===== config.mk =====
export PLATFORM = sky130hd
export DESIGN_NAME = vending_controller
export DESIGN_NICKNAME = d
export VERILOG_FILES = /design/src/rtl/vending_controller.sv
export SDC_FILE = /design/constraint.sdc
export NUM_CORES = 1
export LEC_CHECK = 0
export BUFFER_PORTS_ARGS = -buffer_cell sky130_fd_sc_hd__buf_2
export CAP_MARGIN = 40
export CORE_MARGIN = 2
export CORE_UTILIZATION = 40
export CTS_CLUSTER_SIZE = 14
export DETAILED_ROUTE_END_ITERATION = 7
export MAX_ROUTING_LAYER = met4
export PLACE_DENSITY = 0.68
export SLEW_MARGIN = 20
export SYNTH_ARGS = -nofsm -noshare
export SYNTH_HDL_FRONTEND = slang
export SYNTH_SLANG_ARGS = --single-unit

===== constraint.sdc =====
create_clock -name clk -period 3.4 [get_ports clk]
set_input_delay 0.68 -clock clk [delete_from_list [all_inputs] [get_ports clk]]
set_output_delay 0.68 -clock clk [all_outputs]
set_load 0.02 [all_outputs]

===== src/rtl/vending_controller.sv =====
// vending_controller: multi-product coin vending FSM with credit ceiling, cancel/refund and pulsed change payout
// Ports:
//   clk, reset        rising-edge clock, asynchronous active-high reset
//   coin_valid/type   one-cycle coin strobe and index into COIN_VALUES
//   sel_valid/sel_id  one-cycle product select strobe and product index
//   cancel            one-cycle refund request
//   credit            current credit
//   busy              high while vending or paying out change
//   vend_valid/id     one-cycle dispense pulse and the product dispensed
//   change_pulse      one CHANGE_UNIT paid out this cycle
//   coin_reject       coin returned to the customer
//   sel_short         selection refused (too little credit or no such product)
module vending_controller #(
  parameter int CREDIT_W = 8,
  parameter int N_PRODUCTS = 4,
  parameter int SEL_W = 2,
  parameter logic [4*CREDIT_W-1:0] COIN_VALUES = {8'd50, 8'd20, 8'd10, 8'd5},
  parameter logic [N_PRODUCTS*CREDIT_W-1:0] PRICES = {8'd40, 8'd25, 8'd20, 8'd15},
  parameter int MAX_CREDIT = 100,
  parameter int CHANGE_UNIT = 5
) (
  input  logic                clk,
  input  logic                reset,
  input  logic                coin_valid,
  input  logic [1:0]          coin_type,
  input  logic                sel_valid,
  input  logic [SEL_W-1:0]    sel_id,
  input  logic                cancel,
  output logic [CREDIT_W-1:0] credit,
  output logic                busy,
  output logic                vend_valid,
  output logic [SEL_W-1:0]    vend_id,
  output logic                change_pulse,
  output logic                coin_reject,
  output logic                sel_short
);
  localparam logic [CREDIT_W-1:0] UNIT = CREDIT_W'(CHANGE_UNIT);
  localparam logic [CREDIT_W:0] MAX = (CREDIT_W+1)'(MAX_CREDIT);
  typedef enum logic [1:0] {S_ACCEPT, S_VEND, S_REFUND} state_t;
  state_t r_state, w_state;
  logic [CREDIT_W-1:0] r_credit, w_credit;
  logic [SEL_W-1:0] r_vend_id, w_vend_id;
  logic r_busy, r_vend_valid, w_vend_valid, r_change, w_change, r_reject, w_reject, r_short, w_short;
  logic [CREDIT_W-1:0] w_coins [4];
  logic [CREDIT_W-1:0] w_prices [2**SEL_W];
  logic [CREDIT_W-1:0] w_price, w_dec;
  logic [CREDIT_W:0] w_sum;
  logic w_sel_ok;
  for (genvar g = 0; g < 4; g++) begin : g_coin
    assign w_coins[g] = COIN_VALUES[g*CREDIT_W +: CREDIT_W];
  end
  // Unused select codes get price 0; they are refused by the index check anyway.
  for (genvar g = 0; g < 2**SEL_W; g++) begin : g_price
    if (g < N_PRODUCTS) begin : g_real
      assign w_prices[g] = PRICES[g*CREDIT_W +: CREDIT_W];
    end else begin : g_none
      assign w_prices[g] = '0;
    end
  end
  assign w_price = w_prices[sel_id];
  assign w_sel_ok = (32'(sel_id) < N_PRODUCTS) && (r_credit >= w_price);
  assign w_sum = {1'b0, r_credit} + {1'b0, w_coins[coin_type]};
  assign w_dec = (r_credit <= UNIT) ? '0 : r_credit - UNIT;
  // Pulses are decided one cycle ahead so that change_pulse and the reduced
  // credit appear together; REFUND exits on the cycle after credit reaches 0.
  always_comb begin
    w_state = r_state;
    w_credit = r_credit;
    w_vend_id = r_vend_id;
    w_vend_valid = 1'b0;
    w_change = 1'b0;
    w_reject = 1'b0;
    w_short = 1'b0;
    case (r_state)
      S_ACCEPT: begin
        if (cancel && r_credit != '0) begin
          w_state = S_REFUND;
          w_change = 1'b1;
          w_credit = w_dec;
          w_reject = coin_valid;
        end else if (sel_valid) begin
          w_reject = coin_valid;
          w_short = !w_sel_ok;
          if (w_sel_ok) begin
            w_state = S_VEND;
            w_vend_valid = 1'b1;
            w_vend_id = sel_id;
            w_credit = r_credit - w_price;
          end
        end else if (coin_valid) begin
          w_reject = w_sum > MAX;
          w_credit = (w_sum > MAX) ? r_credit : w_sum[CREDIT_W-1:0];
        end
      end
      default: begin
        w_reject = coin_valid;
        w_change = r_credit != '0;
        w_credit = w_dec;
        w_state = (r_credit != '0) ? S_REFUND : S_ACCEPT;
      end
    endcase
  end
  always_ff @(posedge clk or posedge reset) begin
    if (reset) begin
      r_state <= S_ACCEPT;
      r_credit <= '0;
      r_vend_id <= '0;
      r_busy <= 1'b0;
      r_vend_valid <= 1'b0;
      r_change <= 1'b0;
      r_reject <= 1'b0;
      r_short <= 1'b0;
    end else begin
      r_state <= w_state;
      r_credit <= w_credit;
      r_vend_id <= w_vend_id;
      r_busy <= w_state != S_ACCEPT;
      r_vend_valid <= w_vend_valid;
      r_change <= w_change;
      r_reject <= w_reject;
      r_short <= w_short;
    end
  end
  assign credit = r_credit;
  assign busy = r_busy;
  assign vend_valid = r_vend_valid;
  assign vend_id = r_vend_id;
  assign change_pulse = r_change;
  assign coin_reject = r_reject;
  assign sel_short = r_short;
endmodule


[Word-level counts from Yosys, hierarchy flattened]
Cells that the tools add are included.
Word-level totals
  flip-flop bits (word level): 17
  bits of input ports: 9
  output and inout port bits: 15
  word-level logic and storage cells: 60
Operators by class
  $add $sub $neg: 3
  magnitude comparators: 5
  equal/unequal tests: 3
  muxes and demuxes: 31
  bitwise operators: 3
  reduce and logical (&&, ||, !) cells: 7
Operators by type and width (number)
  2-to-1 mux 8 bit: 11
  binary-select mux 8 bit (select 2 bit): 2
  2-to-1 mux 1 bit: 13
  inequality test 4 bit, second input constant: 3
  2-to-1 mux 2 bit: 5
  adder 8 x 8 -> 9 bit: 1
  greater-than comparator 9 x 7 -> 1 bit, second input constant: 1
  greater-or-equal comparator 8 bit: 1
  <= comparator 8 x 3 -> 1 bit, second input constant: 1
  nonzero test 8 bit: 1
  subtractor 8 x 3 -> 8 bit, second input constant: 1
  subtractor 8 bit: 1
  greater-or-equal comparator 3 bit, second input constant: 2
  inverter 2 -> 3 bit: 2
  AND reduction 4 bit: 1
  AND reduction 3 bit: 1
  logical NOT 2 bit: 1
  nonzero test 2 bit: 1
  logical AND 1 bit: 1
  logical NOT 1 bit: 1
  inverter 1 bit: 1

[Longest topological paths before layout]
  word-level depth: 11
  gate-level depth with buffers: 13
  mapped depth without buffers: 12

[Worst setup path before layout]
Ideal clock, no wire load.
  path kind: input to register
  start point: input sel_id[0]
  end point: register r_credit[2], in the netlist credit[2]
  setup time: 0.125 ns
  arrival time: 3.125 ns
  data required time: 3.275 ns
  path slack: 0.150 ns
  cell stages on the path: 13
  path buffers: 1
  cells stage by stage: inv_1 > ha_1 > or2_2 > ha_1 > fa_1 > nand2b_1 > a21oi_1 > a41o_1 > a21o_1 > a31o_1 > or2_1 > buf_6 > mux2_4
On the way
  word-level cells in the longest chain between the ends: 9
  elaborated cells on any way between the ends: 12
RTL lines
  start, declared: RTL line 27  | input logic [SEL_W-1:0] sel_id,
  inverter 2 -> 3 bit (not written as such) (*): RTL line 60  | assign w_price = w_prices[sel_id];
  binary-select mux 8 bit (select 2 bit) (*): RTL line 60
  2-to-1 mux 8 bit (not written as such) (*) (2 in series): RTL line 60
  subtractor 8 bit: RTL line 88  | w_credit = r_credit - w_price;
  2-to-1 mux 8 bit: RTL line 84  | if (w_sel_ok) begin
  2-to-1 mux 8 bit: RTL line 81  | end else if (sel_valid) begin
  2-to-1 mux 8 bit: RTL line 76  | if (cancel && r_credit != '0) begin
  2-to-1 mux 8 bit: RTL line 74  | case (r_state)
  end signal, assigned: RTL line 115  | r_credit <= w_credit;
  end, declared: RTL line 41  | logic [CREDIT_W-1:0] r_credit, w_credit;
Every way passes the cells marked *; elsewhere a longest branch is shown, timed or not. The select of a mux whose other input is x is not followed.
A chain may end at the register's enable or synchronous reset.

[Worst setup path in the final report]
  start point: input sel_id[1]
  end point: register r_vend_id[1], in the netlist vend_id[1]
On the way
  word-level cells in the longest chain between the ends: 6
RTL lines
  inverter 2 -> 3 bit (not written as such): RTL line 60
  binary-select mux 8 bit (select 2 bit): RTL line 60
  2-to-1 mux 8 bit (not written as such) (2 in series): RTL line 60
  greater-or-equal comparator 8 bit: RTL line 61  | assign w_sel_ok = (32'(sel_id) < N_PRODUCTS) && (r_credit >= w_price);
  AND reduction 4 bit (no line)
  end signal, assigned: RTL line 116  | r_vend_id <= w_vend_id;
  end, declared: RTL line 42  | logic [SEL_W-1:0] r_vend_id, w_vend_id;
Parallel ways exist; a longest one is shown, timed or not. The select of a mux whose other input is x is not followed.

==> flow_summary.yaml <==
timing:
  period_share_pct: 94.9
  finalHoldViolations: 0
  setup_viol: 0
  layout_setup_ws_ps: 173
  worstMarginPinSlew_ps: 640
  slew_headroom_pct: 57.3
  fin_skew_ps: 7.02
  slew_violations: 0
  layout_min_cycle_time_ps: 3230
  fmax_mhz: 310
  grt_setup_unrepaired: "false"
grt:
  use_met1_pct: 24.6
  grt_pass1_vias: 1572
  grt_overflow: 0
  grt_first_pass_wirelength_um: 7540
  use_met3_pct: 3.42
  grt_use_total_pct: 19.1
  antenna_found_initial: 0
  use_met2_pct: 32.5
  grt_max_degree: 18
  busiest_layer: "met2"
cts:
  htreeDepth: 1
  clock_latency_ps: 250
  clk_path_buf_depth: 2
  cts-buffers-inserted: 3
  root_buffer: "clkbuf_8"
  clk_pin_slew_ps: 70
  cts_setup_buffers: 0
  cts_tree: "built"
  cts.sinks: 17
logic_synthesis:
  synth.most_common_cell: "nor2_1"
  synth_area_leaders: "dfrtp_1, ha_1, nor2_1, a21oi_1, inv_1"
  yosys_warnings: 0
  async_reset_ff_share_pct: 100
  synth_common_cells: "nor2_1, ha_1, inv_1, dfrtp_1"
  ys_ff_latch: 17
  syn_inst: 217
  synth_top_cell_by_area: "dfrtp_1"
  synth_area_mm2: 0.00178
  synth-edff-count: 0
  syn-num-nets: 246
  ys_types: 54
  synth_top_area_share_pct: 23.8
  synth-seq-area-share_pct: 23.8
  syn_avg_cell_area_um2: 8.22
  yosys_most_used_dff: "dfrtp_1"
min_path:
  hp-class: "in -> async"
floorplan:
  fp.dieH_um: 70.8
  core_area_mm2: 0.00432
  fp.dieW_um: 70.8
  ioPinCount: 24
  die_area_mm2: 0.00501
  num_rows: 24
  initial_core_util_pct: 41.3
setup_path:
  worst_ep_required_time_ps: 3540
  worstPathArrival_ps: 3370
  critPathKind: "in -> reg"
  cp-end-kind: "register"
  worstSetupStartpointType: "input port"
  critPathMaxFanout: 5
route:
  routed_wl_um: 4590
  routedWlPerCell_um: 14.6
  via_count: 1674
  vias_per_cell: 5.33
  drc: 0
  firstDrtPassIters: 4
  ant_nets: 0
  drt_iter0_markers: 80
pwr:
  power_density_mw_per_mm2: 890
  total_power_w: 0.00192
  vdd_drop_max_mv: 0.307
  seq_power_share_pct: 19.0
  internal-power_w: 0.000979
  switching_power_w: 0.000941
  clkPwrFrac_pct: 7.9
  power.share.combinational_pct: 73.0
  p_leak_nw: 1.06
  switching_share_pct: 49.0
flow_run:
  drv_cap: 0
placed_design:
  place_ws_ps: -118
  dpl.cell_count: 310
  port_buffers: 23
  gp_congestion: 0.882
  placed_cell_area_mm2: 0.00210
  dp_hpwl_um: 3720
finish:
  nets: 292
  antenna_cells: 0
  stdcell_count: 314
  syn2layout_area_growth_pct: 20.9
  post-route-cell-area_mm2: 0.00216
  n_fill_cell: 419
  drive_gt1_share_pct: 24.0
status:
  status: "complete, no violations"
cell usage in the layout, fill, tap and decap left out, drive strengths merged, types with 3 or more instances in the layout:
cell type	n
a211oi	3
a21o	5
a21oi	14
a31oi	3
buf	46
clkbuf	3
dfrtp	17
ha	18
inv	18
mux2	6
mux2i	3
nand2	15
nand2b	7
nand3	5
nor2	27
nor2b	4
nor3	7
o211ai	3
o21ai	11
o22ai	3
or2	4
or3	6
xor2	3
worst max-delay path: stages:
cell,delay (ps)
buf_2,130
inv_1,60
ha_1,190
or2_2,290
ha_1,210
fa_1,380
nand2b_1,170
a21oi_1,190
a41o_1,140
a21o_1,130
a21o_1,170
nor2b_1,260
mux2_2,360
path summary, 6_finish.rpt:
| check | startpoint | end | slack, ps | cells after the start |
|---|---|---|---|---|
| hold reg to reg | vend_id[1]$_DFFE_PP0P_ | vend_id[1]$_DFFE_PP0P_ | 510 | 1 |
| min in group clk | vend_id[1]$_DFFE_PP0P_ | vend_id[1]$_DFFE_PP0P_ | 510 | 1 |
| setup / recovery | sel_id[1] | vend_id[1]$_DFFE_PP0P_ | 170 | 13 |
| hold / removal | reset | change_pulse$_DFF_PP0_ | 500 | 2 |
| max in group asynchronous | reset | credit[4]$_DFFE_PP0P_ | 2480 | 2 |
| setup reg to reg | credit[0]$_DFFE_PP0P_ | credit[7]$_DFFE_PP0P_ | 480 | 11 |
through the flow:
stage | util [%] | setup TNS, ps | hold slack, ps
floorplan | - | 0 | 526
global placement | 48.6 | -447 | 491
detailed placement | 48.6 | -451 | 491
CTS | 49.7 | 0 | 514
global route | 49.9 | 0 | 524
finish | 49.9 | 0 | 500
cell type report:
| class | count | area, um^2 | area share (%) |
|---|---|---|---|
| multi-input cells | 177 | 1260 | 58.5 |
| clock buffers | 3 | 41.3 | 1.91 |
| well taps | 52 | 65.1 | 3.02 |
| clock inverters | 1 | 7.51 | 0.348 |
| repair buffers | 46 | 288 | 13.3 |
| flip-flops and latches | 17 | 425 | 19.7 |
| inverters | 18 | 67.6 | 3.13 |
routing by layer:
layer	wire, um	vias to the layer above
met5	0	-
met4	31	0
li1	-	875
met3	163	2
met2	2240	32
met1	2160	765
flip-flops by register name, indices dropped and copies added, names as in the netlist:
name,flops
sel_short,1
credit,8
change_pulse,1
r_state,2
busy,1
coin_reject,1
vend_valid,1
vend_id,2
cells by family (layout without fill, tap and decap cells):
family / after synthesis / after routing / synth area share, %
AND/OR/NAND/NOR: 82 / 82 / 22.8
AO/OA/AOI/OAI: 61 / 61 / 24.0
buffers and inverters: 23 / 68 / 5.75
adder cells (fa/ha/maj): 20 / 20 / 14.9
flip-flops: 17 / 17 / 23.8
multiplexers: 9 / 9 / 6.31
XOR/XNOR: 5 / 5 / 2.45
power by group through the flow:
stage               sequential [W]  combinational (W)  clock, W
floorplan                 0.000432           0.000904         0
global placement          0.000366            0.00137         0
detailed placement        0.000368            0.00138         0
CTS                       0.000365            0.00139  0.000159
global route              0.000374            0.00155  0.000166
finish                    0.000366            0.00140  0.000152
repair_timing:
item | CTS | global route
setup endpoints to repair | 0 | 3
hold buffers | 0 | 0
resized for setup | 0 | 1
No activity file was read; power rests on OpenSTA's default activity.
